===== config.mk =====
export PLATFORM = sky130hd
export DESIGN_NAME = handshake_elastic_fifo_flat
export DESIGN_NICKNAME = d
export VERILOG_FILES = /design/src/rtl/handshake_elastic_fifo_pkg.sv /design/src/rtl/handshake_elastic_fifo_if.sv /design/src/rtl/handshake_elastic_fifo_ptr.sv /design/src/rtl/handshake_elastic_fifo.sv /design/src/flat_wrapper.sv
export SDC_FILE = /design/constraint.sdc
export NUM_CORES = 1
export LEC_CHECK = 0
export ABC_AREA = 1
export BUFFER_PORTS_ARGS = -buffer_cell sky130_fd_sc_hd__buf_2
export CAP_MARGIN = 25
export CORE_UTILIZATION = 59
export DETAILED_ROUTE_END_ITERATION = 8
export MAX_ROUTING_LAYER = met4
export PLACE_DENSITY_LB_ADDON = 0.08
export SLEW_MARGIN = 20
export SYNTH_ARGS = -nofsm -noshare
export SYNTH_HDL_FRONTEND = slang
export SYNTH_SLANG_ARGS = --single-unit

===== constraint.sdc =====
create_clock -name clk -period 6.35 [get_ports clk]
set_input_delay 1.5875 -clock clk [delete_from_list [all_inputs] [get_ports clk]]
set_output_delay 1.5875 -clock clk [all_outputs]
set_load 0.05 [all_outputs]

===== src/rtl/handshake_elastic_fifo_pkg.sv =====
// ----------------------------------------------------------------------------
// handshake_elastic_fifo_pkg
//   Shared constants and sizing helpers for the elastic handshake FIFO.
//   The helpers give the pointer and occupancy-counter widths that belong to a
//   given storage depth, so the top and the pointer sub-module always agree.
// ----------------------------------------------------------------------------
package handshake_elastic_fifo_pkg;

  localparam int DEFAULT_DATA_WIDTH = 32;
  localparam int DEFAULT_NUM_SLOTS  = 4;

  // A pointer must be at least one bit wide, even for the smallest depths.
  function automatic int ptr_width(input int num_slots);
    return ($clog2(num_slots) < 1) ? 1 : $clog2(num_slots);
  endfunction

  // The counter has to represent every value from 0 up to and including
  // num_slots, hence the +1.
  function automatic int count_width(input int num_slots);
    return $clog2(num_slots + 1);
  endfunction

endpackage


===== src/rtl/handshake_elastic_fifo_if.sv =====
// ----------------------------------------------------------------------------
// handshake_elastic_fifo_if
//   Bundles the upstream and downstream valid/ready links of the elastic FIFO.
//   Ports:
//     ins, ins_valid, ins_ready      upstream payload / token present / accept
//     outs, outs_valid, outs_ready   head payload / head valid / downstream accept
//   Modports:
//     slave   the FIFO side (takes ins/ins_valid/outs_ready, drives the rest)
//     master  the surrounding fabric or bench (the mirror image)
// ----------------------------------------------------------------------------
interface handshake_elastic_fifo_if
  import handshake_elastic_fifo_pkg::*;
#(
  parameter int DATA_WIDTH = DEFAULT_DATA_WIDTH
);

  logic [DATA_WIDTH-1:0] ins;
  logic                  ins_valid;
  logic                  ins_ready;
  logic [DATA_WIDTH-1:0] outs;
  logic                  outs_valid;
  logic                  outs_ready;

  modport slave (
    input  ins,
    input  ins_valid,
    input  outs_ready,
    output ins_ready,
    output outs,
    output outs_valid
  );

  modport master (
    output ins,
    output ins_valid,
    output outs_ready,
    input  ins_ready,
    input  outs,
    input  outs_valid
  );

endinterface


===== src/rtl/handshake_elastic_fifo_ptr.sv =====
// ----------------------------------------------------------------------------
// handshake_fifo_ptr
//   Modulo-NUM_SLOTS wrapping pointer with an advance enable.  Used for both
//   the head (read) and tail (write) pointers of the elastic FIFO.
//   Ports:
//     clk  clock, rising edge
//     rst  asynchronous active-high reset, returns the pointer to slot 0
//     en   advance the pointer by one slot on this edge
//     ptr  current slot index, 0 .. NUM_SLOTS-1
// ----------------------------------------------------------------------------
module handshake_fifo_ptr
  import handshake_elastic_fifo_pkg::*;
#(
  parameter int NUM_SLOTS = DEFAULT_NUM_SLOTS,
  parameter int PTR_W     = ptr_width(NUM_SLOTS)
) (
  input  logic             clk,
  input  logic             rst,
  input  logic             en,
  output logic [PTR_W-1:0] ptr
);

  localparam logic [PTR_W-1:0] LAST_SLOT = PTR_W'(NUM_SLOTS - 1);

  // Explicit wrap at the last slot: for non-power-of-two depths the natural
  // binary rollover would walk into slots that do not exist.
  always_ff @(posedge clk or posedge rst) begin
    if (rst) begin
      ptr <= '0;
    end else if (en) begin
      if (ptr == LAST_SLOT) begin
        ptr <= '0;
      end else begin
        ptr <= ptr + PTR_W'(1);
      end
    end
  end

endmodule


===== src/rtl/handshake_elastic_fifo.sv =====
// ----------------------------------------------------------------------------
// handshake_elastic_fifo
//   Elastic FIFO for the dataflow handshake fabric.  Cuts the combinational
//   valid and ready paths between producer and consumer and absorbs consumer
//   stalls without losing tokens.  All outputs come from registered state, and
//   a token accepted on one edge is visible at the output after that edge.
//   Ports:
//     clk  clock, all state updates on the rising edge
//     rst  asynchronous active-high reset (empties the buffer, clears storage)
//     bus  handshake_elastic_fifo_if.slave:
//          ins/ins_valid/ins_ready       upstream link
//          outs/outs_valid/outs_ready    downstream link
// ----------------------------------------------------------------------------
module handshake_elastic_fifo
  import handshake_elastic_fifo_pkg::*;
#(
  parameter int DATA_WIDTH = DEFAULT_DATA_WIDTH,
  parameter int NUM_SLOTS  = DEFAULT_NUM_SLOTS
) (
  input logic                    clk,
  input logic                    rst,
  handshake_elastic_fifo_if.slave bus
);

  localparam int PTR_W = ptr_width(NUM_SLOTS);
  localparam int CNT_W = count_width(NUM_SLOTS);

  localparam logic [CNT_W-1:0] FULL_COUNT = CNT_W'(NUM_SLOTS);

  logic [DATA_WIDTH-1:0] storage [NUM_SLOTS];
  logic [PTR_W-1:0]      head;
  logic [PTR_W-1:0]      tail;
  logic [CNT_W-1:0]      count;
  logic                  push;
  logic                  pop;

  // Both handshake outputs are decoded from the occupancy counter only, so
  // there is no combinational path from outs_ready to ins_ready, nor from the
  // upstream side to outs/outs_valid.  A full buffer refuses input even when
  // the consumer is popping in the same cycle; that keeps ready registered.
  assign bus.ins_ready  = (count != FULL_COUNT);
  assign bus.outs_valid = (count != '0);
  assign bus.outs       = storage[head];

  assign push = bus.ins_valid  & bus.ins_ready;
  assign pop  = bus.outs_valid & bus.outs_ready;

  handshake_fifo_ptr #(
    .NUM_SLOTS (NUM_SLOTS),
    .PTR_W     (PTR_W)
  ) u_head_ptr (
    .clk (clk),
    .rst (rst),
    .en  (pop),
    .ptr (head)
  );

  handshake_fifo_ptr #(
    .NUM_SLOTS (NUM_SLOTS),
    .PTR_W     (PTR_W)
  ) u_tail_ptr (
    .clk (clk),
    .rst (rst),
    .en  (push),
    .ptr (tail)
  );

  // Storage is cleared on reset so outs reads as zero while the buffer is
  // empty after reset.  A write can never land on the slot being read while
  // it is valid, because tail only equals head when the buffer is empty or
  // full, and a full buffer does not accept a push.
  always_ff @(posedge clk or posedge rst) begin
    if (rst) begin
      for (int i = 0; i < NUM_SLOTS; i++) begin
        storage[i] <= '0;
      end
    end else if (push) begin
      storage[tail] <= bus.ins;
    end
  end

  // Occupancy: a simultaneous push and pop leaves the count unchanged.
  always_ff @(posedge clk or posedge rst) begin
    if (rst) begin
      count <= '0;
    end else begin
      case ({push, pop})
        2'b10:   count <= count + CNT_W'(1);
        2'b01:   count <= count - CNT_W'(1);
        default: count <= count;
      endcase
    end
  end

endmodule

===== src/flat_wrapper.sv =====
// flat-port wrapper written by rule: the top's interface ports become plain ports
module handshake_elastic_fifo_flat import handshake_elastic_fifo_pkg::*;
#(
  parameter int DATA_WIDTH = DEFAULT_DATA_WIDTH,
  parameter int NUM_SLOTS  = DEFAULT_NUM_SLOTS
)
  (clk, rst, bus_ins, bus_ins_valid, bus_outs_ready, bus_ins_ready, bus_outs, bus_outs_valid);
  handshake_elastic_fifo_if #(.DATA_WIDTH(DATA_WIDTH)) bus_i ();
  input logic clk;
  input logic rst;
  input wire logic [$bits(bus_i.ins)-1:0] bus_ins;
  input wire logic [$bits(bus_i.ins_valid)-1:0] bus_ins_valid;
  input wire logic [$bits(bus_i.outs_ready)-1:0] bus_outs_ready;
  output wire logic [$bits(bus_i.ins_ready)-1:0] bus_ins_ready;
  output wire logic [$bits(bus_i.outs)-1:0] bus_outs;
  output wire logic [$bits(bus_i.outs_valid)-1:0] bus_outs_valid;
  assign bus_i.ins = bus_ins;
  assign bus_i.ins_valid = bus_ins_valid;
  assign bus_i.outs_ready = bus_outs_ready;
  assign bus_ins_ready = bus_i.ins_ready;
  assign bus_outs = bus_i.outs;
  assign bus_outs_valid = bus_i.outs_valid;
  handshake_elastic_fifo #(.DATA_WIDTH(DATA_WIDTH), .NUM_SLOTS(NUM_SLOTS)) u_core (.clk(clk), .rst(rst), .bus(bus_i));
endmodule

==> qor.yml <==
status: "completed"
dp_worst_setup_slack_ns: 3.05
ctsHtreeMaxLevel: 4
drtIter0Drc: 615
hold_violations: 0
fmax_ghz: 0.267
reg2reg_to: "u_core.count[1]$_DFFE_PP0P_"
cap_viol_max_count: 0
ir_drop_v: 0.000516
worstPathMaxFanout: 67
post-cts-setup-buffers: 0
setup_slack_ns: 2.61
worst-r2r-setup-slack_ns: 3.28
maxSlewViolCount: 0
vias: 6057
synth_cells: 868
cts_resized: 0
place_congestion: 0.766
die_y_um: 110
clk_pin_slew_ns: 0.05
clk_latency_ns: 0.41
cts_tree: "done"
grt_pass1_wl_um: 27700
cts_buffers: 17
hold_path.class: "flip-flop to flip-flop"
grt_use_total_pct: 31.2
stdcell_count: 1039
hold_path_depth: 2
ys_seq_area_share_pct: 49.3
fp.dieW_um: 110
tns_ns: 0
area_delta_synth_final_pct: 12.2
path_class: "flip-flop to output pin"
rows: 38
netlist_area_um2: 6850
yosysUniqueCellTypes: 21
drt_wl_total_um: 16800
synth_area_per_cell_um2: 7.89
root_buffer: "clkbuf_16"
port_buffers: 69
r2r-start: "u_core.count[0]$_DFFE_PP0P_"
cts.sinks: 135
grt_max_degree: 94
drc_errors: 0
min_period_over_period_pct: 58.9
cp_data_arrival_time_ns: 2.15
hold_path_startpoint: "u_core.storage[126]$_DFFE_PP0P_"
setup_violations: 0
end_kind: "output pin"
dieArea_um2: 12000
ios: 70
ys_warn_count: 0
min_period_ns: 3.74
cp_data_required_time_ns: 4.76
layout_commonest_cell: "nand2_1"
wl_per_cell_um: 16.1
pwr_density_cell_nw_per_um2: 630
ys_seq_elements: 135
firstDrtPassIters: 5
via_per_inst: 5.83
gr-total-overflow: 0
dpl.hpwl_um: 9280
worst_pin_slew_ns: 0.943
core_area_um2: 11100
rsz0062_at_grt: "false"
syn-num-nets: 911
fin_worst_skew_ns: 0.00604
grt_pass1_vias: 5753
cts.path.max_buffers: 2
dpl.cell_count: 1009
worstRegToRegCells: 8
ctsHoldBuffers: 0
p_leak_nw: 4.11
drive_gt1_share_pct: 12.7
grt_antenna_before_repair: 0
slew_headroom_pct: 37.1
start_util_pct: 61.9
final_cell_mix: "nand2_1 (334), dfrtp_1 (133), nand4_1 (129)"
hold_end: "u_core.storage[126]$_DFFE_PP0P_"
n_antenna_cell: 0
start_kind: "flip-flop"
nNetsFinal: 931
ant_nets: 0
logic make-up after synthesis:
logic type,synth area share (%)
adders and majority gates,1.39
DFF,49.3
AOI/OAI and AO/OA,8.40
buffers and inverters,9.48
and+or+nand+nor,31.3
xor gates and xnor gates,0.128
flip-flops by register name (all words and copies together), names as in the netlist:
register / cells
u_core.count: 3
u_core.u_tail_ptr.ptr: 2
u_core.storage: 128
u_core.u_head_ptr.ptr: 2
worst max-delay path: stages (launching register included):
cell	delay (ns)
dfrtp_4	0.82
buf_12	0.33
o211ai_1	0.14
nand2_1	0.14
buf_2	0.27
power by group:
group	internal [mW]	leakage (nW)	switching, mW
Combinational	0.616	2.14	1.75
Sequential	1.26	1.69	0.270
Clock	0.615	0.278	0.337
per-stage QoR:
stage	instance area [um^2]	utilization [%]	hold WS, ns	power, mW
2_1_floorplan	6850	-	0.437	3.37
3_3_place_gp	7070	63.8	0.448	3.81
3_5_place_dp	7120	64.3	0.454	3.89
4_1_cts	7690	69.4	0.467	4.86
5_1_grt	7690	69.4	0.487	5.19
6_report	7690	69.4	0.463	4.84
worst max path at each step:
stage / start / to
detailed placement: u_core.u_head_ptr.ptr[0]$_DFFE_PP0P_ / bus_outs[29]
finish: u_core.u_head_ptr.ptr[0]$_DFFE_PP0P_ / bus_outs[29]
global placement: u_core.u_head_ptr.ptr[0]$_DFFE_PP0P_ / bus_outs[31]
floorplan: rst / u_core.count[0]$_DFFE_PP0P_
CTS: u_core.u_head_ptr.ptr[0]$_DFFE_PP0P_ / bus_outs[29]
global route: u_core.u_head_ptr.ptr[0]$_DFFE_PP0P_ / bus_outs[2]
cells in the mapped netlist (all sizes together):
| cell type | count | area, um^2 |
|---|---|---|
| fa | 1 | 20.0 |
| clkbuf | 17 | 63.8 |
| o211ai | 32 | 240 |
| or2 | 2 | 12.5 |
| buf | 61 | 308 |
| dfrtp | 135 | 3380 |
| ha | 6 | 75.1 |
| nand2 | 335 | 1260 |
| xnor2 | 1 | 8.76 |
| nand4 | 129 | 807 |
| nor2 | 1 | 6.26 |
| nand3 | 7 | 55.1 |
| a21oi | 32 | 160 |
| o21ai | 35 | 175 |
| inv | 74 | 278 |
per-layer routing:
metal / track usage (%) / up-vias / routed length, um
met1: 39.1 / 2905 / 7350
met5: - / - / 0
met2: 50.8 / 206 / 8160
li1: - / 2930 / -
met3: 7.35 / 16 / 1100
met4: 8.95 / 0 / 144
final cells by class:
class,instances,area (um^2)
Multi-Input combinational cell,581,2830
Clock buffer,27,503
Tap cell,140,175
Inverter,74,280
Fill cell,896,3390
Sequential cell,135,3380
Clock inverter,3,65.1
Timing Repair Buffer,79,455
No activity file was read; power rests on OpenSTA's default activity.
